`config.mk`:
```
export PLATFORM = sky130hd
export DESIGN_NAME = multicycle_control_flat
export DESIGN_NICKNAME = d
export VERILOG_FILES = /design/src/rtl/multicycle_control_if.sv /design/src/rtl/multicycle_control.sv /design/src/flat_wrapper.sv
export SDC_FILE = /design/constraint.sdc
export NUM_CORES = 1
export LEC_CHECK = 0
export ABC_AREA = 1
export BUFFER_PORTS_ARGS = -buffer_cell sky130_fd_sc_hd__buf_2
export CORE_AREA = 2 2 49 42
export DETAILED_ROUTE_END_ITERATION = 16
export DIE_AREA = 0 0 51 44
export PLACE_DENSITY = 0.81
export SETUP_SLACK_MARGIN = 0.2
export SLEW_MARGIN = 40
export SYNTH_ARGS = -nofsm -noshare
export SYNTH_HDL_FRONTEND = slang
export SYNTH_SLANG_ARGS = --single-unit
```
`constraint.sdc`:
```
create_clock -name clk -period 2.2 [get_ports clk]
set_input_delay 0.11 -clock clk [delete_from_list [all_inputs] [get_ports clk]]
set_output_delay 0.11 -clock clk [all_outputs]
set_load 0.005 [all_outputs]
```
`src/rtl/multicycle_control_if.sv`:
```
// Control-path bundle between the multicycle controller and its datapath.
// master = controller side, slave = datapath side.
interface multicycle_control_if;
    logic [5:0] Opcode;
    logic       Zero;
    logic       MemReady;

    logic       MemReq;
    logic       IorD;
    logic       MemWrite;
    logic       IRWrite;
    logic       PCWrite;
    logic       RegWrite;
    logic       RegDst;
    logic       MemtoReg;
    logic       ALUSrcA;
    logic [1:0] ALUSrcB;
    logic [1:0] ALUop;
    logic [1:0] PCSrc;
    logic       Fault;
    logic [3:0] State;

    modport master (
        input  Opcode, Zero, MemReady,
        output MemReq, IorD, MemWrite, IRWrite, PCWrite,
               RegWrite, RegDst, MemtoReg,
               ALUSrcA, ALUSrcB, ALUop, PCSrc, Fault, State
    );

    modport slave (
        output Opcode, Zero, MemReady,
        input  MemReq, IorD, MemWrite, IRWrite, PCWrite,
               RegWrite, RegDst, MemtoReg,
               ALUSrcA, ALUSrcB, ALUop, PCSrc, Fault, State
    );
endinterface

```
`src/rtl/multicycle_control.sv`:
```
// Moore control FSM for a multicycle MIPS-style datapath with a
// handshaked memory (MemReady) and a fault pulse for unknown opcodes.
module multicycle_control (
    input  logic                 clk,
    input  logic                 rst_n,
    multicycle_control_if.master bus
);

    typedef enum logic [3:0] {
        FETCH  = 4'd0,
        DECODE = 4'd1,
        MEMADR = 4'd2,
        MEMRD  = 4'd3,
        MEMWB  = 4'd4,
        MEMWR  = 4'd5,
        EXEC   = 4'd6,
        ALUWB  = 4'd7,
        BRANCH = 4'd8,
        ADDIEX = 4'd9,
        ADDIWB = 4'd10,
        JUMP   = 4'd11
    } state_e;

    localparam logic [5:0] OP_RTYPE = 6'b000000;
    localparam logic [5:0] OP_LW    = 6'b100011;
    localparam logic [5:0] OP_SW    = 6'b101011;
    localparam logic [5:0] OP_BEQ   = 6'b000100;
    localparam logic [5:0] OP_ADDI  = 6'b001000;
    localparam logic [5:0] OP_J     = 6'b000010;

    state_e     state_q, state_d;
    logic [5:0] opcode_q, opcode_d;

    function automatic logic opcode_supported(input logic [5:0] op);
        case (op)
            OP_RTYPE, OP_LW, OP_SW, OP_BEQ, OP_ADDI, OP_J: opcode_supported = 1'b1;
            default:                                      opcode_supported = 1'b0;
        endcase
    endfunction

    // Reset pulls the machine back to FETCH at once, even mid memory access.
    always_ff @(posedge clk or negedge rst_n) begin
        if (!rst_n) begin
            state_q  <= FETCH;
            opcode_q <= 6'd0;
        end else begin
            state_q  <= state_d;
            opcode_q <= opcode_d;
        end
    end

    always_comb begin
        state_d  = state_q;
        opcode_d = opcode_q;
        case (state_q)
            FETCH: begin
                if (bus.MemReady) state_d = DECODE;
            end
            DECODE: begin
                opcode_d = bus.Opcode;
                case (bus.Opcode)
                    OP_LW, OP_SW: state_d = MEMADR;
                    OP_RTYPE:     state_d = EXEC;
                    OP_BEQ:       state_d = BRANCH;
                    OP_ADDI:      state_d = ADDIEX;
                    OP_J:         state_d = JUMP;
                    default:      state_d = FETCH;
                endcase
            end
            // The live Opcode may already have moved on; use the DECODE copy.
            MEMADR: state_d = (opcode_q == OP_LW) ? MEMRD : MEMWR;
            MEMRD: begin
                if (bus.MemReady) state_d = MEMWB;
            end
            MEMWB:  state_d = FETCH;
            MEMWR: begin
                if (bus.MemReady) state_d = FETCH;
            end
            EXEC:   state_d = ALUWB;
            ALUWB:  state_d = FETCH;
            BRANCH: state_d = FETCH;
            ADDIEX: state_d = ADDIWB;
            ADDIWB: state_d = FETCH;
            JUMP:   state_d = FETCH;
            default: state_d = FETCH;
        endcase
    end

    // Strobes are held low for the whole time reset is asserted.
    always_comb begin
        bus.MemReq   = 1'b0;
        bus.IorD     = 1'b0;
        bus.MemWrite = 1'b0;
        bus.IRWrite  = 1'b0;
        bus.PCWrite  = 1'b0;
        bus.RegWrite = 1'b0;
        bus.RegDst   = 1'b0;
        bus.MemtoReg = 1'b0;
        bus.ALUSrcA  = 1'b0;
        bus.ALUSrcB  = 2'b00;
        bus.ALUop    = 2'b00;
        bus.PCSrc    = 2'b00;
        bus.Fault    = 1'b0;
        if (rst_n) begin
            case (state_q)
                FETCH: begin
                    bus.MemReq  = 1'b1;
                    bus.ALUSrcB = 2'b01;
                    bus.IRWrite = bus.MemReady;
                    bus.PCWrite = bus.MemReady;
                end
                DECODE: begin
                    bus.ALUSrcB = 2'b11;
                    bus.Fault   = ~opcode_supported(bus.Opcode);
                end
                MEMADR: begin
                    bus.ALUSrcA = 1'b1;
                    bus.ALUSrcB = 2'b10;
                end
                MEMRD: begin
                    bus.MemReq = 1'b1;
                    bus.IorD   = 1'b1;
                end
                MEMWB: begin
                    bus.RegWrite = 1'b1;
                    bus.MemtoReg = 1'b1;
                end
                MEMWR: begin
                    bus.MemReq   = 1'b1;
                    bus.IorD     = 1'b1;
                    bus.MemWrite = 1'b1;
                end
                EXEC: begin
                    bus.ALUSrcA = 1'b1;
                    bus.ALUop   = 2'b10;
                end
                ALUWB: begin
                    bus.RegWrite = 1'b1;
                    bus.RegDst   = 1'b1;
                end
                BRANCH: begin
                    bus.ALUSrcA = 1'b1;
                    bus.ALUop   = 2'b01;
                    bus.PCSrc   = 2'b01;
                    bus.PCWrite = bus.Zero;
                end
                ADDIEX: begin
                    bus.ALUSrcA = 1'b1;
                    bus.ALUSrcB = 2'b10;
                end
                ADDIWB: begin
                    bus.RegWrite = 1'b1;
                end
                JUMP: begin
                    bus.PCSrc   = 2'b10;
                    bus.PCWrite = 1'b1;
                end
                default: begin
                end
            endcase
        end
    end

    assign bus.State = state_q;

endmodule
```
`src/flat_wrapper.sv`:
```
// flat-port wrapper written by rule: the top's interface ports become plain ports
module multicycle_control_flat 
  (clk, rst_n, bus_Opcode, bus_Zero, bus_MemReady, bus_MemReq, bus_IorD, bus_MemWrite, bus_IRWrite, bus_PCWrite, bus_RegWrite, bus_RegDst, bus_MemtoReg, bus_ALUSrcA, bus_ALUSrcB, bus_ALUop, bus_PCSrc, bus_Fault, bus_State);
  multicycle_control_if bus_i ();
  input  logic clk;
  input  logic rst_n;
  input wire logic [$bits(bus_i.Opcode)-1:0] bus_Opcode;
  input wire logic [$bits(bus_i.Zero)-1:0] bus_Zero;
  input wire logic [$bits(bus_i.MemReady)-1:0] bus_MemReady;
  output wire logic [$bits(bus_i.MemReq)-1:0] bus_MemReq;
  output wire logic [$bits(bus_i.IorD)-1:0] bus_IorD;
  output wire logic [$bits(bus_i.MemWrite)-1:0] bus_MemWrite;
  output wire logic [$bits(bus_i.IRWrite)-1:0] bus_IRWrite;
  output wire logic [$bits(bus_i.PCWrite)-1:0] bus_PCWrite;
  output wire logic [$bits(bus_i.RegWrite)-1:0] bus_RegWrite;
  output wire logic [$bits(bus_i.RegDst)-1:0] bus_RegDst;
  output wire logic [$bits(bus_i.MemtoReg)-1:0] bus_MemtoReg;
  output wire logic [$bits(bus_i.ALUSrcA)-1:0] bus_ALUSrcA;
  output wire logic [$bits(bus_i.ALUSrcB)-1:0] bus_ALUSrcB;
  output wire logic [$bits(bus_i.ALUop)-1:0] bus_ALUop;
  output wire logic [$bits(bus_i.PCSrc)-1:0] bus_PCSrc;
  output wire logic [$bits(bus_i.Fault)-1:0] bus_Fault;
  output wire logic [$bits(bus_i.State)-1:0] bus_State;
  assign bus_i.Opcode = bus_Opcode;
  assign bus_i.Zero = bus_Zero;
  assign bus_i.MemReady = bus_MemReady;
  assign bus_MemReq = bus_i.MemReq;
  assign bus_IorD = bus_i.IorD;
  assign bus_MemWrite = bus_i.MemWrite;
  assign bus_IRWrite = bus_i.IRWrite;
  assign bus_PCWrite = bus_i.PCWrite;
  assign bus_RegWrite = bus_i.RegWrite;
  assign bus_RegDst = bus_i.RegDst;
  assign bus_MemtoReg = bus_i.MemtoReg;
  assign bus_ALUSrcA = bus_i.ALUSrcA;
  assign bus_ALUSrcB = bus_i.ALUSrcB;
  assign bus_ALUop = bus_i.ALUop;
  assign bus_PCSrc = bus_i.PCSrc;
  assign bus_Fault = bus_i.Fault;
  assign bus_State = bus_i.State;
  multicycle_control u_core (.clk(clk), .rst_n(rst_n), .bus(bus_i));
endmodule
```
==> impl_metrics.env <==
export IMPL_status="completed"
export IMPL_grt_pass1_wl_mm=3.28
export IMPL_firstDrtPassIters=4
export IMPL_mappedNetlistArea_um2=795
export IMPL_numCtsBuffers=3
export IMPL_synth_fa_ha_area_share_pct=0
export IMPL_hold_buffers=1
export IMPL_wl_mm=2.13
export IMPL_pin_count=30
export IMPL_regArea_um2=250
export IMPL_tightest_slew_ps=301
export IMPL_synthXorXnorAreaFrac_pct=0
export IMPL_synth_top_family_by_area="simple AND/OR/NAND/NOR gates"
export IMPL_fin_skew_ps=2.38
export IMPL_drtAntennaViolNets=0
export IMPL_hold_class="input port to flop"
export IMPL_synthSimpleGateAreaFrac_pct=47.9
export IMPL_hold_violations=0
export IMPL_wire_per_inst_um=11.2
export IMPL_multi_input_area_um2=450
export IMPL_max_freq_mhz=555
export IMPL_portBuffers=29
export IMPL_worstPathRequired_ps=2090
export IMPL_ys_top_cells_by_count="nand2_1, nor2_1, inv_1"
export IMPL_via_per_inst=5.11
export IMPL_swShare_pct=46.7
export IMPL_drc=0
export IMPL_cp_end_kind="primary output"
export IMPL_yosysMostFrequentCell="nand2_1"
export IMPL_relSlewSlack_pct=79.8
export IMPL_utilization_pct=56.6
export IMPL_rows=14
export IMPL_routed_via_count=966
export IMPL_seqPwrFrac_pct=33.2
export IMPL_cts_sinks=10
export IMPL_ys_ff_latch=10
export IMPL_power_frac_comb_pct=53.6
export IMPL_nets=177
export IMPL_die_y_um=44
export IMPL_fin_crit_sh_pct=81.8
export IMPL_synth_cell_type_count=17
export IMPL_grt_remaining_overflow=0
export IMPL_cap_violations=0
export IMPL_synth_cells=132
export IMPL_seq_area_frac_synth_pct=31.5
export IMPL_cts_root_buf="clkbuf_4"
export IMPL_tritoncts="built"
export IMPL_async_flop_share_pct=100
export IMPL_synth_top_area_share_pct=31.5
export IMPL_avgSynthCellArea_um2=6.02
export IMPL_synthMuxAreaShare_pct=0
export IMPL_critPathArrivalTime_ps=1690
export IMPL_cts_path_max_buffers=2
export IMPL_initial_core_util_pct=44.9
export IMPL_synth_edf_count=0
export IMPL_antenna_found_initial=0
export IMPL_dp_hpwl_mm=1.69
export IMPL_clk_latency_ps=260
export IMPL_die_area_um2=2240
export IMPL_cts_setup_buffers=0
export IMPL_die_w_um=51
export IMPL_syn_to_final_growth_pct=26.1
export IMPL_syn_nets=142
export IMPL_ir_drop_v=0.000494
export IMPL_diodes=0
export IMPL_p_clk_share_pct=13.2
export IMPL_drtIter0Drc=65
export IMPL_period_needed_ps=1800
export IMPL_crit_type="input port to primary output"
export IMPL_core_area_um2=1770
export IMPL_power_density_nw_per_um2=938
export IMPL_p_leak_nw=0.604
export IMPL_clk_pin_slew_ps=60
export IMPL_p_sw_w=0.000439
export IMPL_ys_flop_type="dfrtp_1"
export IMPL_routabilityCongestion=0.908
export IMPL_tns_ps=0
export IMPL_synth_compound_area_share_pct=8.82
export IMPL_postCtsResizedCells=0
export IMPL_yosys_warnings=0
export IMPL_setup_viol=0
export IMPL_yosys_area_top_type="dfrtp_1"
export IMPL_worstPathMaxFanout=12
export IMPL_rsz0062_at_grt="no"
export IMPL_grt_max_degree=13
export IMPL_fillers=175
export IMPL_h_tree_depth=1
export IMPL_netlist_top_cells_area="dfrtp_1, nand2_1, nor2_1"
export IMPL_grt_total_usage_pct=19.7
export IMPL_start_kind="input port"
export IMPL_drive_above_1_share_pct=30.3
export IMPL_internal_power_w=0.000501
export IMPL_grt_pass1_vias=828
export IMPL_slew_viol_final=0
[area by class of cell]
type                    count  area share [%]
flip-flops and latches     10            25.0
multi-input cells          97            44.9
repair buffers             30            15.5
well taps                  24            3.00
inverters                  25            9.36
clock buffers               3            2.25
[critical path, cell delays in order]
cell and delay (ps):
dlygate4sd3_1 530, buf_2 280, inv_2 170, nor3_2 240
nand4_1 130, nor2_1 110, buf_2 120
[cells by family after synthesis]
logic type             Yosys count
and+or+nand+nor                 84
AOI/OAI and AO/OA               13
buffers and inverters           25
DFF                             10
[registers in the layout (all words and copies together) (netlist names)]
name	cells
u_core.bus.State	4
u_core.opcode_q	6
[per-stage QoR]
stage	hold WS (ps)	area, µm²	cells	worst slack [ps]	total power, W
3_3_place_gp	2.53	970	185	945	0.000793
2_1_floorplan	-186	795	132	1090	0.000664
5_1_grt	105	1000	189	351	0.00103
4_1_cts	87.0	1000	189	431	0.000939
6_report	88.4	1000	189	400	0.000940
3_5_place_dp	2.65	970	185	926	0.000812
[layout by cell type, fill, tap and decap left out, drive strengths merged]
cell type | synthesis | layout
o22ai | 1 | 1
nand4 | 3 | 3
nor3 | 1 | 1
nand2 | 38 | 38
dlygate4sd3 | 0 | 1
nor2 | 33 | 33
a21oi | 5 | 5
o21ai | 7 | 7
buf | 0 | 29
dfrtp | 10 | 10
nand3 | 9 | 9
clkbuf | 0 | 3
inv | 25 | 25
[power by group through the flow]
| stage | sequential [W] | clock [W] | combinational [W] |
|---|---|---|---|
| 5_1_grt | 0.000321 | 0.000136 | 0.000570 |
| 4_1_cts | 0.000311 | 0.000126 | 0.000502 |
| 3_5_place_dp | 0.000314 | 0 | 0.000498 |
| 6_report | 0.000312 | 0.000124 | 0.000504 |
| 2_1_floorplan | 0.000306 | 0 | 0.000358 |
| 3_3_place_gp | 0.000309 | 0 | 0.000484 |
[metal layers]
layer | vias to the layer above | routed length (µm) | global-route usage (%)
met4 | 0 | 59 | 7.03
met3 | 14 | 186 | 6.55
li1 | 474 | - | -
met5 | - | 0 | 0
met1 | 424 | 834 | 23.3
met2 | 54 | 1050 | 33.5
[path summary, 6_finish.rpt]
kind                                             to                 from  slack, ps  cells after the start
worst min register to register   u_core.opcode_q[0]   u_core.opcode_q[0]        480                      2
worst max-delay path                      bus_Fault                rst_n        400                      7
max in group asynchronous        u_core.opcode_q[4]                rst_n       1720                      2
worst min-delay path             u_core.opcode_q[5]        bus_Opcode[5]         90                      3
worst max register to register  u_core.bus.State[1]  u_core.bus.State[3]        970                      7
min in group asynchronous        u_core.opcode_q[1]                rst_n        260                      2
No activity file was read; power rests on OpenSTA's default activity.
